**config.mk**
```make
export PLATFORM = sky130hd
export DESIGN_NAME = i2s_receiver
export DESIGN_NICKNAME = d
export VERILOG_FILES = /design/src/rtl/i2s_receiver_pkg.sv /design/src/rtl/i2s_receiver_sync_fifo.sv /design/src/rtl/i2s_receiver.sv
export SDC_FILE = /design/constraint.sdc
export NUM_CORES = 1
export LEC_CHECK = 0
export BUFFER_PORTS_ARGS = -buffer_cell sky130_fd_sc_hd__buf_2
export CAP_MARGIN = 20
export CORE_MARGIN = 4
export CORE_UTILIZATION = 65
export CTS_BUF_LIST = sky130_fd_sc_hd__clkbuf_8 sky130_fd_sc_hd__clkbuf_16
export DETAILED_ROUTE_END_ITERATION = 8
export PLACE_DENSITY_LB_ADDON = 0.1
export SLEW_MARGIN = 20
export SYNTH_ARGS = -nofsm -noshare
export SYNTH_HDL_FRONTEND = slang
export SYNTH_SLANG_ARGS = --single-unit
```
**constraint.sdc**
```tcl
create_clock -name clk -period 5.6 [get_ports clk]
set_input_delay 0.56 -clock clk [delete_from_list [all_inputs] [get_ports clk]]
set_output_delay 0.56 -clock clk [all_outputs]
set_load 0.005 [all_outputs]
```
**src/rtl/i2s_receiver_pkg.sv**
```systemverilog
// Shared audio package: default sample/slot/FIFO sizes and the receiver
// FSM state encodings.
package i2s_receiver_pkg;

    localparam int SAMPLE_WIDTH_DEF = 24;
    localparam int SLOT_LEN         = 32;
    localparam int FIFO_DEPTH_DEF   = 4;

    // Bit counter saturates at 63, so it is 6 bits wide.
    localparam int                  BITCNT_W   = 6;
    localparam logic [BITCNT_W-1:0] BITCNT_MAX = 6'd63;

    // Receiver FSM states.
    localparam logic [1:0] ST_SYNC  = 2'd0;
    localparam logic [1:0] ST_LEFT  = 2'd1;
    localparam logic [1:0] ST_RIGHT = 2'd2;

endpackage

```
**src/rtl/i2s_receiver_sync_fifo.sv**
```systemverilog
// Single-clock frame FIFO. The head word is shown combinationally and reads
// as zero while the FIFO is empty. A push into a full FIFO is accepted only
// when a pop happens in the same cycle; otherwise it is dropped.
module sync_fifo #(
    parameter int WIDTH = 48,
    parameter int DEPTH = 4
) (
    input  logic                     clk,
    input  logic                     reset,
    input  logic                     push,
    input  logic [WIDTH-1:0]         push_data,
    input  logic                     pop,
    output logic [WIDTH-1:0]         pop_data,
    output logic                     full,
    output logic                     empty,
    output logic [$clog2(DEPTH):0]   count
);
    localparam int          AW        = $clog2(DEPTH);
    localparam logic [AW:0] DEPTH_CNT = (AW+1)'(DEPTH);
    localparam logic [AW:0] ONE_CNT   = (AW+1)'(1);
    localparam logic [AW-1:0] ONE_PTR = AW'(1);

    logic [WIDTH-1:0] r_mem [DEPTH];
    logic [AW-1:0]    r_wr_ptr;
    logic [AW-1:0]    r_rd_ptr;
    logic [AW:0]      r_count;
    logic             w_do_push;
    logic             w_do_pop;

    assign empty     = (r_count == '0);
    assign full      = (r_count == DEPTH_CNT);
    assign w_do_pop  = pop & ~empty;
    assign w_do_push = push & (~full | w_do_pop);
    assign pop_data  = empty ? '0 : r_mem[r_rd_ptr];
    assign count     = r_count;

    // Storage write; contents need no reset because empty masks the head.
    always_ff @(posedge clk) begin
        if (w_do_push) begin
            r_mem[r_wr_ptr] <= push_data;
        end
    end

    // Pointers wrap naturally (power-of-two depth); count tracks occupancy.
    always_ff @(posedge clk) begin
        if (reset) begin
            r_wr_ptr <= '0;
            r_rd_ptr <= '0;
            r_count  <= '0;
        end else begin
            if (w_do_push) r_wr_ptr <= r_wr_ptr + ONE_PTR;
            if (w_do_pop)  r_rd_ptr <= r_rd_ptr + ONE_PTR;
            if (w_do_push && !w_do_pop) begin
                r_count <= r_count + ONE_CNT;
            end else if (!w_do_push && w_do_pop) begin
                r_count <= r_count - ONE_CNT;
            end
        end
    end

endmodule

```
**src/rtl/i2s_receiver.sv**
```systemverilog
// I2S receiver: oversamples bclk/lrclk/sdata in the clk domain, deserialises
// left/right slots and buffers complete stereo frames in a FIFO.
//
// Frame handshake: frame_valid high means frame_out_l/r hold the oldest
// frame; a one-cycle read_frame while frame_valid is high consumes it,
// read_frame while frame_valid is low has no effect.
module i2s_receiver
    import i2s_receiver_pkg::*;
#(
    parameter int SAMPLE_WIDTH = SAMPLE_WIDTH_DEF,
    parameter int FIFO_DEPTH   = FIFO_DEPTH_DEF
) (
    input  logic                           clk,
    input  logic                           reset,
    input  logic                           bclk,
    input  logic                           lrclk,
    input  logic                           sdata,
    output logic [SAMPLE_WIDTH-1:0]        frame_out_l,
    output logic [SAMPLE_WIDTH-1:0]        frame_out_r,
    output logic                           frame_valid,
    input  logic                           read_frame,
    output logic                           overflow,
    output logic                           framing_error,
    input  logic                           clear_flags,
    output logic [1:0]                     dbg_state,
    output logic [$clog2(FIFO_DEPTH):0]    dbg_count
);
    localparam logic [BITCNT_W-1:0] SW_CNT = BITCNT_W'(SAMPLE_WIDTH);

    logic [1:0]                r_bclk_sync;
    logic [1:0]                r_lr_sync;
    logic [1:0]                r_sd_sync;
    logic                      r_bclk_prev;
    logic                      r_lr_prev;
    logic [BITCNT_W-1:0]       r_bitcnt;
    logic [SAMPLE_WIDTH-1:0]   r_shift;
    logic [SAMPLE_WIDTH-1:0]   r_left;
    logic                      r_left_ok;
    logic [1:0]                r_state;
    logic                      r_overflow;
    logic                      r_framing_error;

    logic                      w_bclk_rise;
    logic                      w_lr;
    logic                      w_sd;
    logic                      w_boundary;
    logic                      w_slot_full;
    logic                      w_to_right;
    logic                      w_to_left;
    logic                      w_push;
    logic                      w_frame_err;
    logic                      w_full;
    logic                      w_empty;
    logic [2*SAMPLE_WIDTH-1:0] w_push_data;
    logic [2*SAMPLE_WIDTH-1:0] w_head;

    // Two-flop synchronizers for all I2S inputs plus a bclk history flop.
    always_ff @(posedge clk) begin
        if (reset) begin
            r_bclk_sync <= '0;
            r_lr_sync   <= '0;
            r_sd_sync   <= '0;
            r_bclk_prev <= 1'b0;
        end else begin
            r_bclk_sync <= {r_bclk_sync[0], bclk};
            r_lr_sync   <= {r_lr_sync[0], lrclk};
            r_sd_sync   <= {r_sd_sync[0], sdata};
            r_bclk_prev <= r_bclk_sync[1];
        end
    end

    assign w_bclk_rise = r_bclk_sync[1] & ~r_bclk_prev;
    assign w_lr        = r_lr_sync[1];
    assign w_sd        = r_sd_sync[1];
    assign w_boundary  = w_bclk_rise & (w_lr ^ r_lr_prev);
    assign w_slot_full = (r_bitcnt >= SW_CNT);
    assign w_to_right  = w_boundary & (r_state == ST_LEFT) & w_lr;
    assign w_to_left   = w_boundary & (r_state == ST_RIGHT) & ~w_lr;
    assign w_push      = w_to_left & w_slot_full & r_left_ok;
    assign w_frame_err = (w_to_right & ~w_slot_full)
                       | (w_to_left & ~(w_slot_full & r_left_ok));
    assign w_push_data = {r_left, r_shift};

    // Bit counter and MSB-first shifter; the boundary edge carries the
    // previous slot's LSB, so it only restarts the count.
    always_ff @(posedge clk) begin
        if (reset) begin
            r_lr_prev <= 1'b0;
            r_bitcnt  <= '0;
            r_shift   <= '0;
        end else if (w_bclk_rise) begin
            r_lr_prev <= w_lr;
            if (w_boundary) begin
                r_bitcnt <= '0;
            end else begin
                if (r_bitcnt < SW_CNT) begin
                    r_shift <= {r_shift[SAMPLE_WIDTH-2:0], w_sd};
                end
                if (r_bitcnt != BITCNT_MAX) begin
                    r_bitcnt <= r_bitcnt + BITCNT_W'(1);
                end
            end
        end
    end

    // Slot-tracking FSM; latches the left sample when the left slot closes.
    always_ff @(posedge clk) begin
        if (reset) begin
            r_state   <= ST_SYNC;
            r_left    <= '0;
            r_left_ok <= 1'b0;
        end else if (w_boundary) begin
            case (r_state)
                ST_SYNC: begin
                    if (!w_lr) r_state <= ST_LEFT;
                end
                ST_LEFT: begin
                    if (w_lr) begin
                        r_state <= ST_RIGHT;
                        if (w_slot_full) begin
                            r_left    <= r_shift;
                            r_left_ok <= 1'b1;
                        end else begin
                            r_left_ok <= 1'b0;
                        end
                    end
                end
                ST_RIGHT: begin
                    if (!w_lr) r_state <= ST_LEFT;
                end
                default: r_state <= ST_SYNC;
            endcase
        end
    end

    // Sticky status flags; a new event wins over clear_flags.
    always_ff @(posedge clk) begin
        if (reset) begin
            r_overflow      <= 1'b0;
            r_framing_error <= 1'b0;
        end else begin
            if (w_push && w_full && !read_frame) begin
                r_overflow <= 1'b1;
            end else if (clear_flags) begin
                r_overflow <= 1'b0;
            end
            if (w_frame_err) begin
                r_framing_error <= 1'b1;
            end else if (clear_flags) begin
                r_framing_error <= 1'b0;
            end
        end
    end

    sync_fifo #(
        .WIDTH (2*SAMPLE_WIDTH),
        .DEPTH (FIFO_DEPTH)
    ) u_fifo (
        .clk       (clk),
        .reset     (reset),
        .push      (w_push),
        .push_data (w_push_data),
        .pop       (read_frame),
        .pop_data  (w_head),
        .full      (w_full),
        .empty     (w_empty),
        .count     (dbg_count)
    );

    assign frame_valid   = ~w_empty;
    assign frame_out_l   = w_head[2*SAMPLE_WIDTH-1:SAMPLE_WIDTH];
    assign frame_out_r   = w_head[SAMPLE_WIDTH-1:0];
    assign overflow      = r_overflow;
    assign framing_error = r_framing_error;
    assign dbg_state     = r_state;

endmodule

```
==> results of run 1 <==
==> logic make-up (layout without fill, tap and decap cells) <==
kind of cell	after synthesis	in the layout
DFF	268	268
adders and majority gates	8	8
muxes	98	98
xor gates and xnor gates	5	5
AOI/OAI and AO/OA	32	32
and+or+nand+nor	163	163
buffers and inverters	43	127
==> Yosys cell counts (all sizes together) (2+ instances only) <==
cell type	instances	area (µm²)
clkbuf	15	56.3
a21oi	8	40.0
nand4	4	25.0
o21ai	7	35.0
or3	2	12.5
nor2b	60	375
and2	7	43.8
nand2	55	206
nand3b	5	37.5
nor4	3	33.8
mux4	48	1080
edfxtp	192	5770
o2111ai	2	17.5
nand3	4	20.0
mux2i	49	490
and3	2	12.5
nor2	10	37.5
nor3	4	20.0
inv	11	41.3
a31oi	3	18.8
ha	7	87.6
dfxtp	76	1520
nand2b	2	12.5
xor2	4	35.0
a211oi	2	15.0
dlygate4sd1	4	35.0
buf	13	87.6
nor3b	2	15.0
==> final cells by class <==
cell class,count,share of cell area [%]
well taps,211,2.27
inverters,11,0.355
clock buffers,28,5.73
repair buffers,71,3.35
clock inverters,17,1.28
flip-flops and latches,268,62.6
multi-input cells,306,24.4
==> sequential cells by signal, indices dropped and copies added (netlist names), 3 cells and up, named ones only <==
name          count
u_fifo.r_mem    192
r_left           24
r_shift          24
r_bitcnt          6
u_fifo.count      3
==> per-layer routing <==
metal | wire length (µm) | track usage, % | share of wire (%)
met2 | 8830 | 34.7 | 49
met5 | 0 | 0 | 0
met3 | 1090 | 3.56 | 6.1
met1 | 7870 | 29.8 | 44
met4 | 176 | 3.79 | 0.98
==> layout by cell type (no fill, tap or decap), types with 8 or more instances in the layout <==
master	Yosys	final
mux4_2	48	48
edfxtp_1	192	192
clkbuf_16	0	25
a21oi_1	8	8
nor2_1	10	10
dfxtp_1	76	74
nor2b_1	60	60
buf_2	9	62
nand2_1	55	55
buf_4	1	8
mux2i_1	49	49
inv_1	10	18
==> worst min path at each step <==
stage,from,end,slack (ns)
floorplan,r_bclk_sync[0],r_bclk_sync[1],0.41
global placement,r_bclk_sync[0],r_bclk_sync[1],0.42
detailed placement,r_lr_sync[0],r_lr_sync[1],0.44
CTS,sdata,r_sd_sync[0],0.25
global route,lrclk,r_lr_sync[0],0.27
finish,sdata,r_sd_sync[0],0.27
==> worst max-delay path, delay by kind of cell (launching register included) <==
kind	cells	cell delay (ns)
muxes	1	0.56
and+or+nand+nor	1	0.14
buffers and inverters	2	0.44
DFF	1	0.67
==> metrics by stage <==
stage,hold slack (ns),area [µm²]
detailed placement,0.439,10800
global route,0.268,11600
global placement,0.420,10800
floorplan,0.414,10300
finish,0.269,11600
CTS,0.250,11600
==> report_power, final <==
group | leakage (nW) | switching [W] | internal [W]
combinational | 1.25 | 0.000483 | 0.000440
sequential | 2.28 | 0.0000735 | 0.00212
clock | 0.436 | 0.000668 | 0.000986
total | 3.96 | 0.00122 | 0.00355
==> impl.org, run 1 <==
** Worst setup path
- Worst EP arrival :: 2.35 ns
- STA puts the critical path data required time at approximately 5.0 ns.
- The largest single stage delay on the critical path is 0.67 ns.
- Critical path start-end classification :: reg2out
- The worst setup path is launched from a flop.
- For flop-to-flop paths, the worst setup slack is 2.90 ns.
- Along the worst path, the maximum fanout reaches 26.
- Terminus of the critical flop-to-flop path :: u_fifo.count[2]
- Startpoint of the worst register-to-register path :: r_bitcnt[4]
- The worst register-to-register path has a depth of 8.
- Capturing element type of the critical path :: output pin
- For this design, the slowest cell found on the critical path is dfxtp_4.
- Worst setup path end :: frame_out_r[11]
- Critical path, cell by cell :: buf_12, mux4_2, nor2b_1, buf_2

** Route
- Iteration-0 DRC Markers :: approximately 330
- Detailed-route via count :: 5341
- Wirelength per Cell :: 19.7 µm
- The detail route stage leaves a number of antenna-violating nets equal to 0.
- Total DRC errors in the routed layout :: 0
- Summed over all layers, the routed wires come to 18.0 mm.
- Via-per-instance ratio :: 5.86
- Router iterations before antenna repair :: 5

** Synthesis
- Measured against the total synthesized area, the mux share comes to between 10% and 20%.
- Number of enable-type register cells in the synthesized netlist :: 192
- Counting distinct cell types in the post-synthesis netlist gives 50.
- After synthesis, the largest family of logic cells by area is multiplexers.
- Total standard cell area after synthesis :: 0.0103 mm²
- After Yosys synthesis, full adders, half adders and majority gates account for 1.04% of the synthesized area.
- Counting every net in the synthesized netlist gives roughly 630.
- In this run, synthesis produced a sequential element count of roughly 270.
- Dividing the synthesized area by the synthesized cell count gives 16.7 µm².
- In the synthesized netlist, the number of instances is 617.
- Synth Area in XOR/XNOR :: 0.424%
- For this run, the number of Yosys warnings is 0.
- Compound-Gate Fraction of Synth Area :: 2.05%
- Simple-gate area share of the yosys netlist :: about 8.5%
- Seq/Total Area, Yosys :: 70.5%
- Of all flip-flops after synthesis, the portion carrying an async set or reset was 0%.
- Top flip-flop cell by instance count after synthesis :: edfxtp_1

** Power and ir drop
- In this run the power density over the cells is 410 mW/mm².
- P_leak :: roughly 4 nW
- Final total power :: ~0.0048 W
- Worst ir drop on vdd :: 0.000717 V

** STA
- Final number of setup-violating endpoints :: 0
- Slew of the pin with the lowest slew margin :: 0.979 ns
- In the final timing run, aggregate negative setup slack is 0 ns.
- The smallest clock period supported by the final layout is computed as 2.91 ns.
- Clock skew on the completed layout was measured at 0.00617 ns.
- Measured against its own limit, the worst slew margin works out to 34.7%.
- Based on the critical path, the design can be clocked at up to 344 MHz.
- Final Max Slew Viols :: 0
- Unrepaired setup endpoints after global routing :: no
- The total count of hold-check failures in the final report came to 0.
- In the finished design, the share of the clock period the worst path needs comes to 52.0%.
- Post-layout worst setup margin :: 2.69 ns

** Floorplan
- Floorplan die width :: about 130 µm
- The core region is roughly 0.015 mm².
- Die area :: 0.0180 mm²
- Row count :: 45
- The floorplan step set the die height to 134 µm.
- 63 I/O pins were placed.
- Once the floorplan was initialized, standard cells occupied 67.2% of the core.

** Place
- The HPWL after detailed placement is 9.93 mm.
- RD Place Congestion :: between 0.8 and 0.9
- Placement-stage worst setup slack :: ~3 ns
- In this run the tool buffered the top-level ports with 62 buffer cells.
- Dpl cells :: between 800 and 900

** Final layout
- Antenna diode count :: 0
- Compared with the post-synthesis result, the final layout area differs by 12.7%.
- The layout has 884 filler cells.
- Fraction of final layout cells sized beyond drive strength 1 :: 23.8%
- Area used by multi-input combinational logic :: 0.00284 mm²
- Once layout is complete, the cells apart from fillers number between 900 and 1000.
- Once layout is complete, the utilization of the core stands at 75.8%.
- Post-layout net count :: roughly 700
- Seq. cell area :: about 0.0073 mm²

** Clocking
- The tree built by TritonCTS fans out to between 200 and 300 sinks.
- After clock tree synthesis, the clock-pin slew on the worst setup and hold paths is 0.06 ns.
- Buffers inserted by post-CTS timing repair :: 0
- After clock tree synthesis, the flow added hold-fix buffers numbering 0.
- In this run the number of H-tree levels came out at 1.
- The tree is rooted in a clkbuf_16.
- Buffers inserted during clock tree synthesis total 25.
- Once the clock tree was built, the resizer swapped 0 gates to a different size.
- Clock latency on the worst-skew pair, taken at its later pin, is 0.50 ns.
- The longest clock path from root to sink contains 3 buffers.
- TritonCTS built the clock tree.

** Run status
- The flow ran to the end, and the final reports show no timing, DRC or antenna violations.

** Global routing
- Global-route wire length before repair :: 29.7 mm
- For this run, the total global-route usage over all layers was measured as about a fifth.
- Gr ovfl total :: 0
- Antenna violations before repair :: 0
- Number of global-route vias before repair :: 5588
- Largest net degree at the start of global routing :: 56

** Hold path
- Hold Path Stages :: 2
- Kind of path behind the tightest hold check :: in2reg

** Run
- Max-cap violations in this run came to 0.
No activity file was read; power rests on OpenSTA's default activity.
==> run 2: changes to the inputs <==
ABC_AREA = 1   (was unset)
CORE_UTILIZATION = 60   (was 65)
clock period = 2.9 ns   (was 5.6 ns; I/O delays follow)
==> run 2 against run 1 <==
Compared with the run above: synthesized area rose by 1.4%; combinational power rose by 110%; power rose by 95%; sequential power rose by 92%; via count rose by 28%; final cell count rose by 39%; critical endpoint is now frame_out_r[5].
==> impl.org, run 2 <==
** Place
- Detail Placement HPWL :: 12.2 mm (+23%)
- RD Place Congestion :: 0.779 (-4.8%)
- The total cell area at the placement stage came to 0.0110 mm² (+1.9%).
- Port Buf Inserts :: 62 (unchanged)

** Final layout
- The core occupancy in the finished layout came to 69.1% (-6.7 points).
- The share of final-layout standard cells stronger than drive strength 1 is 12.9% (-11 points).
- The library cells used most frequently in the layout, excluding fill and tap cells, are nor2_1, edfxtp_1, o21ai_0, dfxtp_1, a21oi_1.
- Biggest registers after layout :: u_fifo.r_mem (192), r_left (24), r_shift (24)
- The layout net count came to 1035 (+48%).
- Flip-flop count of the largest register, all copies and words added :: 192 (unchanged)
- Leaving out fill and tap cells, the most frequent cell in the layout is nor2_1.
- Reg with most FFs :: u_fifo.r_mem
- Synth-to-layout area growth :: 13.2%
- Finished Cell Area :: 0.0119 mm² (+1.9%)
- The diode insertion count for antenna repair came to 0 (unchanged).

** Power and ir drop
- P_leak :: 4.64 nW (+17%)
- Power density normalized to cell area :: 783 mW/mm² (+91%)
- The worst voltage drop across the vdd grid was 0.000522 V (-27%).

** Synthesis
- Number of enable-type register cells in the synthesized netlist :: 192 (unchanged)
- List of most frequent post-synthesis cells :: nor2_1, edfxtp_1, o21ai_0, dfxtp_1, a21oi_1
- Synthesized area per cell :: 10.9 µm² (-35%)
- Mapped Nets :: 978 (+55%)
- Share of synthesized registers carrying an async set or reset :: 0% (unchanged)
- Top flip-flop cell by instance count after synthesis :: edfxtp_1
- In the post-synthesis netlist, the cell with the most instances is nor2_1.
- The post-synthesis cell type count is 32 (-36%).
- Of all cell types, the one taking the most synthesized area is edfxtp_1.
- Flip-flop and latch count after synthesis :: 268 (unchanged)
- The total standard cell area after synthesis was 0.0105 mm² (+1.4%).
- The share of Yosys cell area claimed by the top area cell type is 55.0% (-0.75 points).
- The number of standard cells after synthesis came to 963 (+56%).
- The part of the Yosys area used for sequential elements came to 69.6% (-0.95 points).
- After synthesis, the cell types taking the most area are edfxtp_1, dfxtp_1, nor2_1.
- The count of yosys warnings during synthesis came to 0 (unchanged).

** Floorplan
- Height of the die :: 140 µm (+4.5%)
- Row count :: 48 (+6.7%)
- The total die area was 0.0196 mm² (+9.2%).
- Initial core utilization :: 61.0% (-6.2 points)
- Floorplan die width :: 140 µm (+4.5%)
- # IOs :: 63 (unchanged)
- The floorplan core area was 0.0172 mm² (+12%).

** Clocking
- The clock latency on the worst-skew pair was 0.52 ns (+0.02 ns).
- The total CTS buffers was 26 (+4.0%).
- Quantity of gates resized following cts :: 0 (unchanged)
- CTS placed an instance of clkbuf_16 at the clock tree root.
- The clock-pin slew on the worst setup and hold paths came to 0.06 ns (about the same).
- The number of clock sinks is 268 (unchanged).
- The count of H-tree levels built during CTS came to 1 (unchanged).
- The number of buffers on the longest clock path came to 3 (unchanged).
- TritonCTS built the clock tree.

** STA
- Post-layout min period :: roughly 2.5 ns
- Hold_ws :: 0.0549 ns (-0.214 ns)
- After layout, the worst path uses 87.4% of the clock period.
- Final number of setup-violating endpoints :: 0 (unchanged)
- The worst relative slew slack is 57.5% (+23 points).
- The worst-margin pin slew came to 0.638 ns (-0.341 ns).
- Setup repair after global routing left no endpoint under its margin.
- Fmax :: 395 MHz
- Maximum clock skew at final layout :: 0.00822 ns (+0.00205 ns)
- Sum Neg Setup Slack :: 0 ns (unchanged)
- Final Max Slew Viols :: 0 (unchanged)
- The total count of hold-check failures in the final report was 0 (unchanged).

** Worst setup path
- The worst setup path is of the reg2out kind.
- Required @ worst endpoint :: 2.61 ns (-2.43 ns)
- The largest individual stage delay along the critical path comes from the cell dfxtp_2.
- Max Fanout on Critical Path :: 40 (+54%)
- Walking the worst path, the cells encountered are inv_1, buf_12, nor2_1, o21ai_0, a21oi_1, buf_2.
- STA classifies the critical path endpoint as an output pin.
- Buffer and inverter count on the worst path :: 3 (+1)
- The cell family contributing the most delay on the critical path is buffers and inverters.
- STA classifies the critical path startpoint as a flop.
- Crit-path max cell delay :: 0.53 ns (-0.14 ns)
- Worst EP arrival :: 2.24 ns (-0.11 ns)

** Global routing
- Largest net degree at the start of global routing :: 55 (-1.8%)
- The first-pass GRT wire length came to 35.8 mm (+21%).
- Antenna violations before repair :: 0 (unchanged)
- The residual overflow from global routing is 0 (unchanged).
- GRT Total Usage :: 22.5% (+1.7 points)
- Number of global-route vias before repair :: 6766 (+21%)

** Route
- The first-pass iteration count of the detailed router is 5 (unchanged).
- The post-route DRC violation count is 0 (unchanged).
- Count of antenna-violating nets left after detailed routing :: 0 (unchanged)
- Detailed-route via count :: 6841 (+28%)
- Wirelength per Cell :: 17.1 µm (-13%)
- Total length of routed wires :: 21.6 mm (+20%)
- The first-iteration detailed-routing DRC count was 600 (+83%).
- Via-per-instance ratio :: 5.41 (-7.7%)

** Run
- Maximum capacitance violations :: 0 (unchanged)

** Run status
- The flow ran to the end, and the final reports show no timing, DRC or antenna violations.

** Hold path
- The worst hold path belongs to the class in2reg.
## run 2: what timing repair did
action	CTS	global route
hold endpoints to repair	3	0
setup endpoints to repair	0	0
hold buffers	3	0
buffers inserted	0	0
## run 2: area by class of cell
type | count | area [µm²]
Clock buffer | 30 | 717
Clock inverter | 18 | 96.3
Fill cell | 1319 | 5320
Inverter | 44 | 168
Multi-Input combinational cell | 599 | 2790
Sequential cell | 268 | 7290
Tap cell | 225 | 282
Timing Repair Buffer | 81 | 523
## run 2: report_power, final
part | internal (W) | switching, W | total, W | leakage [nW]
registers | 0.00413 | 0.0000752 | 0.00420 | 2.57
logic | 0.000657 | 0.00128 | 0.00194 | 1.61
clock network | 0.00183 | 0.00131 | 0.00315 | 0.452
total | 0.00662 | 0.00267 | 0.00929 | 4.64
## run 2: kinds of logic (layout without fill, tap and decap cells)
| family | after synthesis | after routing | synth area share (%) |
|---|---|---|---|
| xor+xnor | 2 | 2 | 0.167 |
| simple gates | 373 | 373 | 14.7 |
| flops | 268 | 268 | 69.6 |
| fa+ha+maj | 8 | 8 | 1.03 |
| compound gates | 216 | 216 | 10.4 |
| buf+inv | 96 | 173 | 4.12 |
## run 2: worst paths after layout
check | start | to | slack, ns | depth (start not counted)
worst min-delay path | clear_flags | overflow | 0.05 | 4
worst max-delay path | flop | frame_out_r[5] | 0.37 | 6
worst min register to register | r_bclk_sync[0] | r_bclk_sync[1] | 0.40 | 2
worst max register to register | r_bitcnt[4] | u_fifo.count[2] | 0.49 | 11
## run 2: per-stage QoR
stage	worst slack [ns]	cells	power, W
finish	0.365	1265	0.00929
global route	0.174	1265	0.00981
CTS	0.325	1265	0.00938
detailed placement	0.517	1214	0.00625
global placement	0.568	1214	0.00622
floorplan	-0.513	963	0.00548
## run 2: worst register-to-register path, cell delays in order (launching register included)
cell,delay [ns]
dfxtp_1,0.44
nand2_4,0.11
a21boi_2,0.29
nand4_4,0.26
inv_1,0.13
ha_1,0.15
inv_1,0.07
fa_1,0.38
a21oi_1,0.14
o21ai_0,0.12
o21ai_0,0.15
a21oi_1,0.05
## run 2: routing by layer
metal | part of all wire (%) | GRT usage [%]
met2 | 47 | 36.8
met3 | 6.3 | 2.94
met1 | 45 | 33.1
met4 | 1.2 | 4.18
met5 | 0 | 0
